## config.mk

```make
export PLATFORM = sky130hd
export DESIGN_NAME = pullup_line_monitor
export DESIGN_NICKNAME = d
export VERILOG_FILES = /design/src/rtl/pullup_mon_pkg.sv /design/src/rtl/line_glitch_filter.sv /design/src/rtl/pullup_line_monitor.sv
export SDC_FILE = /design/constraint.sdc
export NUM_CORES = 1
export LEC_CHECK = 0
export CORE_ASPECT_RATIO = 0.8
export CORE_MARGIN = 2
export CORE_UTILIZATION = 25
export DETAILED_ROUTE_END_ITERATION = 12
export PLACE_DENSITY = 0.45
export RECOVER_POWER = 100
export SYNTH_ARGS = -nofsm -noshare
export SYNTH_HDL_FRONTEND = slang
export SYNTH_SLANG_ARGS = --single-unit
```

## constraint.sdc

```tcl
create_clock -name clk -period 3.58 [get_ports clk]
set_input_delay 0.716 -clock clk [delete_from_list [all_inputs] [get_ports clk]]
set_output_delay 0.716 -clock clk [all_outputs]
set_load 0.05 [all_outputs]
```

## src/rtl/pullup_mon_pkg.sv

```systemverilog
// Shared types and constants for the pulled-up line monitor.
package pullup_mon_pkg;

  // Measurement FSM: waiting for a first edge, or inside a high / low phase.
  typedef enum logic [1:0] {
    WAIT_EDGE = 2'd0,
    HIGH      = 2'd1,
    LOW       = 2'd2
  } mon_state_t;

  // Depth of the pad-input synchronizer.
  localparam int unsigned SYNC_STAGES = 2;

endpackage : pullup_mon_pkg

```

## src/rtl/line_glitch_filter.sv

```systemverilog
// Synchronizes the raw pad value and turns it into a glitch-free level with edge pulses.
module line_glitch_filter
  import pullup_mon_pkg::*;
#(
  parameter int unsigned FILTER_CYCLES = 4
) (
  input  logic clk,
  input  logic rst,
  input  logic line_in,
  output logic level,
  output logic rise,
  output logic fall,
  output logic rise_c,
  output logic fall_c
);

  localparam int unsigned FCW = (FILTER_CYCLES < 2) ? 1 : $clog2(FILTER_CYCLES);
  localparam logic [FCW-1:0] FLIM = FCW'(FILTER_CYCLES - 1);

  logic [SYNC_STAGES-1:0] sync_q;
  logic [FCW-1:0]         fcnt_q;
  logic                   line_s;
  logic                   differ_c;
  logic                   toggle_c;

  // Plain flop chain; idles high like the pulled-up line.
  always_ff @(posedge clk or posedge rst) begin
    if (rst) begin
      sync_q <= '1;
    end else begin
      sync_q <= {sync_q[SYNC_STAGES-2:0], line_in};
    end
  end

  assign line_s   = sync_q[SYNC_STAGES-1];
  assign differ_c = (line_s != level);
  // The edge that brings the disagreement count to FILTER_CYCLES flips the level.
  assign toggle_c = differ_c && (fcnt_q == FLIM);
  assign rise_c   = toggle_c && line_s;
  assign fall_c   = toggle_c && !line_s;

  // Disagreement counter, filtered level and registered edge pulses.
  always_ff @(posedge clk or posedge rst) begin
    if (rst) begin
      fcnt_q <= '0;
      level  <= 1'b1;
      rise   <= 1'b0;
      fall   <= 1'b0;
    end else begin
      fcnt_q <= (differ_c && !toggle_c) ? fcnt_q + FCW'(1) : '0;
      level  <= level ^ toggle_c;
      rise   <= rise_c;
      fall   <= fall_c;
    end
  end

endmodule : line_glitch_filter

```

## src/rtl/pullup_line_monitor.sv

```systemverilog
// Receive-side monitor: filtered level, edges, high/low phase lengths and stuck-line flag.
module pullup_line_monitor
  import pullup_mon_pkg::*;
#(
  parameter int unsigned FILTER_CYCLES = 4,
  parameter int unsigned CNT_W         = 24,
  parameter int unsigned TIMEOUT       = 'h200000
) (
  input  logic             clk,
  input  logic             rst,
  input  logic             line_in,
  output logic             level,
  output logic             rise,
  output logic             fall,
  output logic [CNT_W-1:0] high_cycles,
  output logic [CNT_W-1:0] low_cycles,
  output logic             meas_valid,
  output logic             stuck
);

  localparam logic [CNT_W-1:0] CNT_MAX = '1;
  localparam logic [CNT_W-1:0] TMO     = CNT_W'(TIMEOUT);

  logic             rise_c;
  logic             fall_c;
  logic             edge_c;
  logic             timeout_c;
  logic [CNT_W-1:0] phase_q;
  logic [CNT_W-1:0] phase_inc_c;
  mon_state_t       state_q;
  mon_state_t       state_d;
  logic             have_high_q;
  logic             have_high_d;
  logic             latch_high_c;
  logic             latch_low_c;
  logic             meas_c;

  line_glitch_filter #(
    .FILTER_CYCLES(FILTER_CYCLES)
  ) u_filter (
    .clk    (clk),
    .rst    (rst),
    .line_in(line_in),
    .level  (level),
    .rise   (rise),
    .fall   (fall),
    .rise_c (rise_c),
    .fall_c (fall_c)
  );

  // The counter is 0 in the edge-pulse cycle, so the phase ending now is phase_q + 1.
  assign edge_c      = rise_c || fall_c;
  assign phase_inc_c = (phase_q == CNT_MAX) ? phase_q : phase_q + CNT_W'(1);
  assign timeout_c   = !edge_c && (phase_inc_c == TMO);

  // FSM state register.
  always_ff @(posedge clk or posedge rst) begin
    if (rst) begin
      state_q <= WAIT_EDGE;
    end else begin
      state_q <= state_d;
    end
  end

  // Next state: follow the edge chain, drop back to WAIT_EDGE on timeout.
  always_comb begin
    state_d = state_q;
    case (state_q)
      WAIT_EDGE: begin
        if (rise_c)      state_d = HIGH;
        else if (fall_c) state_d = LOW;
      end
      HIGH: begin
        if (fall_c)         state_d = LOW;
        else if (timeout_c) state_d = WAIT_EDGE;
      end
      LOW: begin
        if (rise_c)         state_d = HIGH;
        else if (timeout_c) state_d = WAIT_EDGE;
      end
      default: state_d = WAIT_EDGE;
    endcase
  end

  // Latch enables and measurement-pulse decode; an edge from WAIT_EDGE is never measured.
  always_comb begin
    latch_high_c = 1'b0;
    latch_low_c  = 1'b0;
    meas_c       = 1'b0;
    have_high_d  = have_high_q;
    case (state_q)
      WAIT_EDGE: begin
        have_high_d = 1'b0;
      end
      HIGH: begin
        if (fall_c) begin
          latch_high_c = 1'b1;
          have_high_d  = 1'b1;
        end else if (timeout_c) begin
          have_high_d = 1'b0;
        end
      end
      LOW: begin
        if (rise_c) begin
          latch_low_c = 1'b1;
          meas_c      = have_high_q;
        end else if (timeout_c) begin
          have_high_d = 1'b0;
        end
      end
      default: have_high_d = 1'b0;
    endcase
  end

  // Phase counter, measurement latches, valid pulse and stuck flag.
  always_ff @(posedge clk or posedge rst) begin
    if (rst) begin
      phase_q     <= '0;
      high_cycles <= '0;
      low_cycles  <= '0;
      meas_valid  <= 1'b0;
      stuck       <= 1'b0;
      have_high_q <= 1'b0;
    end else begin
      phase_q     <= edge_c ? '0 : phase_inc_c;
      meas_valid  <= meas_c;
      have_high_q <= have_high_d;
      if (latch_high_c) high_cycles <= phase_inc_c;
      if (latch_low_c)  low_cycles  <= phase_inc_c;
      if (edge_c)         stuck <= 1'b0;
      else if (timeout_c) stuck <= 1'b1;
    end
  end

endmodule : pullup_line_monitor
```

==> reports/qor.txt, run 1 <==
fin crit period: 3160 ps
Syn Inst Count: 402
maximum buffer depth of the clock tree: 2
post-synth cell types: 51
dpl cells: 651
Rel. slew slack: -25.6%
Syn Nets: 411
# IOs: 56
Crit Path Category: reg -> reg
Die W: 143 µm
worst-margin pin slew: 1870 ps
CP arrival: 3400 ps
Syn. warnings: 0
Hold-fix buffers, CTS: 0
Leakage: 2.22 nW
DRC: 0
WL final: 10,000 µm
total negative setup slack: 0 ps
Critical Path Sink Type: flop
Synth Flop Type: dfrtp_1
CTS H-tree lvls: 3
setup bufs post-CTS: 0
CP startpoint kind: flop
final max-slew violation count: 41
Initial Utilization: 25.6%
status: complete, but fails checks
Tcrit/Tclk final: 88.4%
GRT Overall Usage: 13.0%
# rows: 40
count of state elements after synthesis: 84
Max Cap Violations: 1
grt met3 use: 3.71%
Final ANT Viol Nets: 0
PostCTS Resize Cnt: 0
Vias/cell: 4.62
Ant. Diodes: 0
Worst Hold Class: reg -> reg
clk_lat worst skew: 340 ps
final hold vios: 0
first-pass GRT wire length: 16,500 µm
vias post-DR: 3,079
async set-reset flop share out of synthesis: 100%
total CTS buffers: 9
Core Util, Final: 32.7%
wire per inst: 15.0 µm
antenna violations before repair: 0
core box area: 0.0151 mm²
failing checks: max-capacitance violations, max-slew violations
f_max: 0.316 GHz
total grt overflow: 0
layout cell share with drive strength beyond 1: 4.81%
met1 Resource Use GR: 20.1%
drt pass-1 iters: 5
Layout Cell Area excl Fill: 0.00492 mm²
Root Buffer: clkbuf_16
largest net degree at the start of global routing: 45
setup skew after layout: 8.98 ps
most frequent cells in the layout: dfrtp_1 (81), nand2_1 (67), o21ai_0 (59), dlygate4sd3_1 (55), nor2_1 (39)
drt first-iter violations: 159
clk slew on worst S/H paths: 60 ps
number of global-route vias before repair: 3,042
CP required: 3810 ps
Clock Sinks: 84
final non-filler cell total: 667
Placer Congestion: 0.854
layer with the highest usage: met1
# setup viols final: 0
Global Route met2 Usage: 17.2%
worst vdd ir: 0.000334 V
die height: 115 µm
CP max FO: 8
IO Port Bufs: 55
sequential area share after synthesis: 54.5%
area grow syn2layout: 27.4%
CTS tree: built
Mean Syn Cell Area: 9.61 µm²
Power Density: 564 mW/mm²
detailed placement HPWL: 7020 µm
Layout Nets: 461
die area: 0.0165 mm²
Post-synth EDFFs: 0
synthesized cell area: 0.00386 mm²
Placement Cell Area: 0.00465 mm²
RSZ-0062 raised after global routing: no
commonest non-fill, non-tap cell in the layout: dfrtp_1
[cells by family after synthesis]
family / Yosys count / share of synthesized area [%]
compound gates: 84 / 12.6
simple gates: 175 / 22.3
fa+ha+maj: 6 / 1.94
xor+xnor: 21 / 4.76
buf+inv: 29 / 3.08
mux: 3 / 0.777
flops: 84 / 54.5
[path summary, 6_finish.rpt]
| path | end | startpoint | slack (ps) | depth (start not counted) |
|---|---|---|---|---|
| setup reg to reg | state_q[1]$_DFFE_PP0P_ | phase_q[8]$_DFF_PP0_ | 420 | 7 |
| setup / recovery | state_q[1]$_DFFE_PP0P_ | phase_q[8]$_DFF_PP0_ | 420 | 7 |
| hold reg to reg | u_filter.sync_q[1]$_DFF_PP1_ | u_filter.sync_q[0]$_DFF_PP1_ | 360 | 0 |
| max in group asynchronous | high_cycles[7]$_DFFE_PP0P_ | rst | 1380 | 3 |
| hold / removal | u_filter.sync_q[1]$_DFF_PP1_ | u_filter.sync_q[0]$_DFF_PP1_ | 360 | 0 |
| min in group asynchronous | low_cycles[19]$_DFFE_PP0P_ | rst | 1300 | 2 |
[synthesized netlist by cell type (2+ instances only)]
cell      count  area [µm²]
a21oi_1       3        15.0
a31oi_1       3        18.8
and2_1        3        18.8
and3_1        3        18.8
and4_1        5        43.8
buf_2         8        40.0
clkbuf_1     14        52.6
dfrtp_1      81        2030
dfstp_2       3        78.8
ha_1          6        75.1
inv_1         6        22.5
mux2i_1       3        30.0
nand2_1      67         251
nand3_1      13        65.1
nand4_1      15        93.8
nor2_1       39         146
nor3_1       10        50.1
nor4_1        4        25.0
o21ai_0      58         290
o21ai_1       2        10.0
o31a_1        2        17.5
o31ai_1       2        15.0
or3_1         2        12.5
or4_1         4        30.0
xnor2_1      12         105
xor2_1        9        78.8
[power breakdown]
part	total, mW	switching [mW]	internal [mW]
Sequential	1.15	0.105	1.05
Clock	0.984	0.375	0.609
Combinational	0.638	0.418	0.220
Total	2.78	0.898	1.88
[per-stage QoR]
step	hold WS (ps)	total power, mW	setup WS [ps]
final	356	2.78	416
after CTS	358	2.84	461
after floorplan	345	1.62	704
after global routing	362	2.93	258
after global placement	350	1.82	530
after detailed placement	349	1.83	476
[registers in the layout (all words and copies together), names as in the netlist, named ones only]
| register | count |
|---|---|
| u_filter.rise | 1 |
| u_filter.fcnt_q | 2 |
| u_filter.sync_q | 2 |
| stuck | 1 |
| high_cycles | 24 |
| phase_q | 24 |
| state_q | 2 |
| low_cycles | 24 |
| meas_valid | 1 |
| have_high_q | 1 |
| u_filter.fall | 1 |
[cell type report]
type	count	area (µm²)
multi-input combinational	289	1620
clock inverter	5	77.6
sequential	84	2110
tap	210	263
clock buffer	11	233
fill	1575	10100
inverter	6	23.8
timing repair buffer	62	597
[layer usage]
layer / share of wire, % / wire length (µm)
met2: 38 / 3850
met1: 54 / 5390
met3: 6.2 / 624
met5: 0 / 0
met4: 1.4 / 139
[worst max-delay path, stage by stage, from the launching register on]
cell and delay [ps]:
dfrtp_1 480, nand4_1 200, or4_1 710, nor4_1 490, mux2i_1 330, nand4_1 150, or4_1 420, o31a_1 280
No activity file was read; power rests on OpenSTA's default activity.
==> inputs of run 2 (changes only) <==
--- a/config.mk
+++ b/config.mk
@@ -11,6 +11,7 @@
 export DETAILED_ROUTE_END_ITERATION = 12
 export PLACE_DENSITY = 0.45
 export RECOVER_POWER = 100
+export SKIP_CTS_REPAIR_TIMING = 1
 export SYNTH_ARGS = -nofsm -noshare
 export SYNTH_HDL_FRONTEND = slang
 export SYNTH_SLANG_ARGS = --single-unit
==> results of run 2 <==
The final DEF is identical to that of run 1; final timing and power are the same.
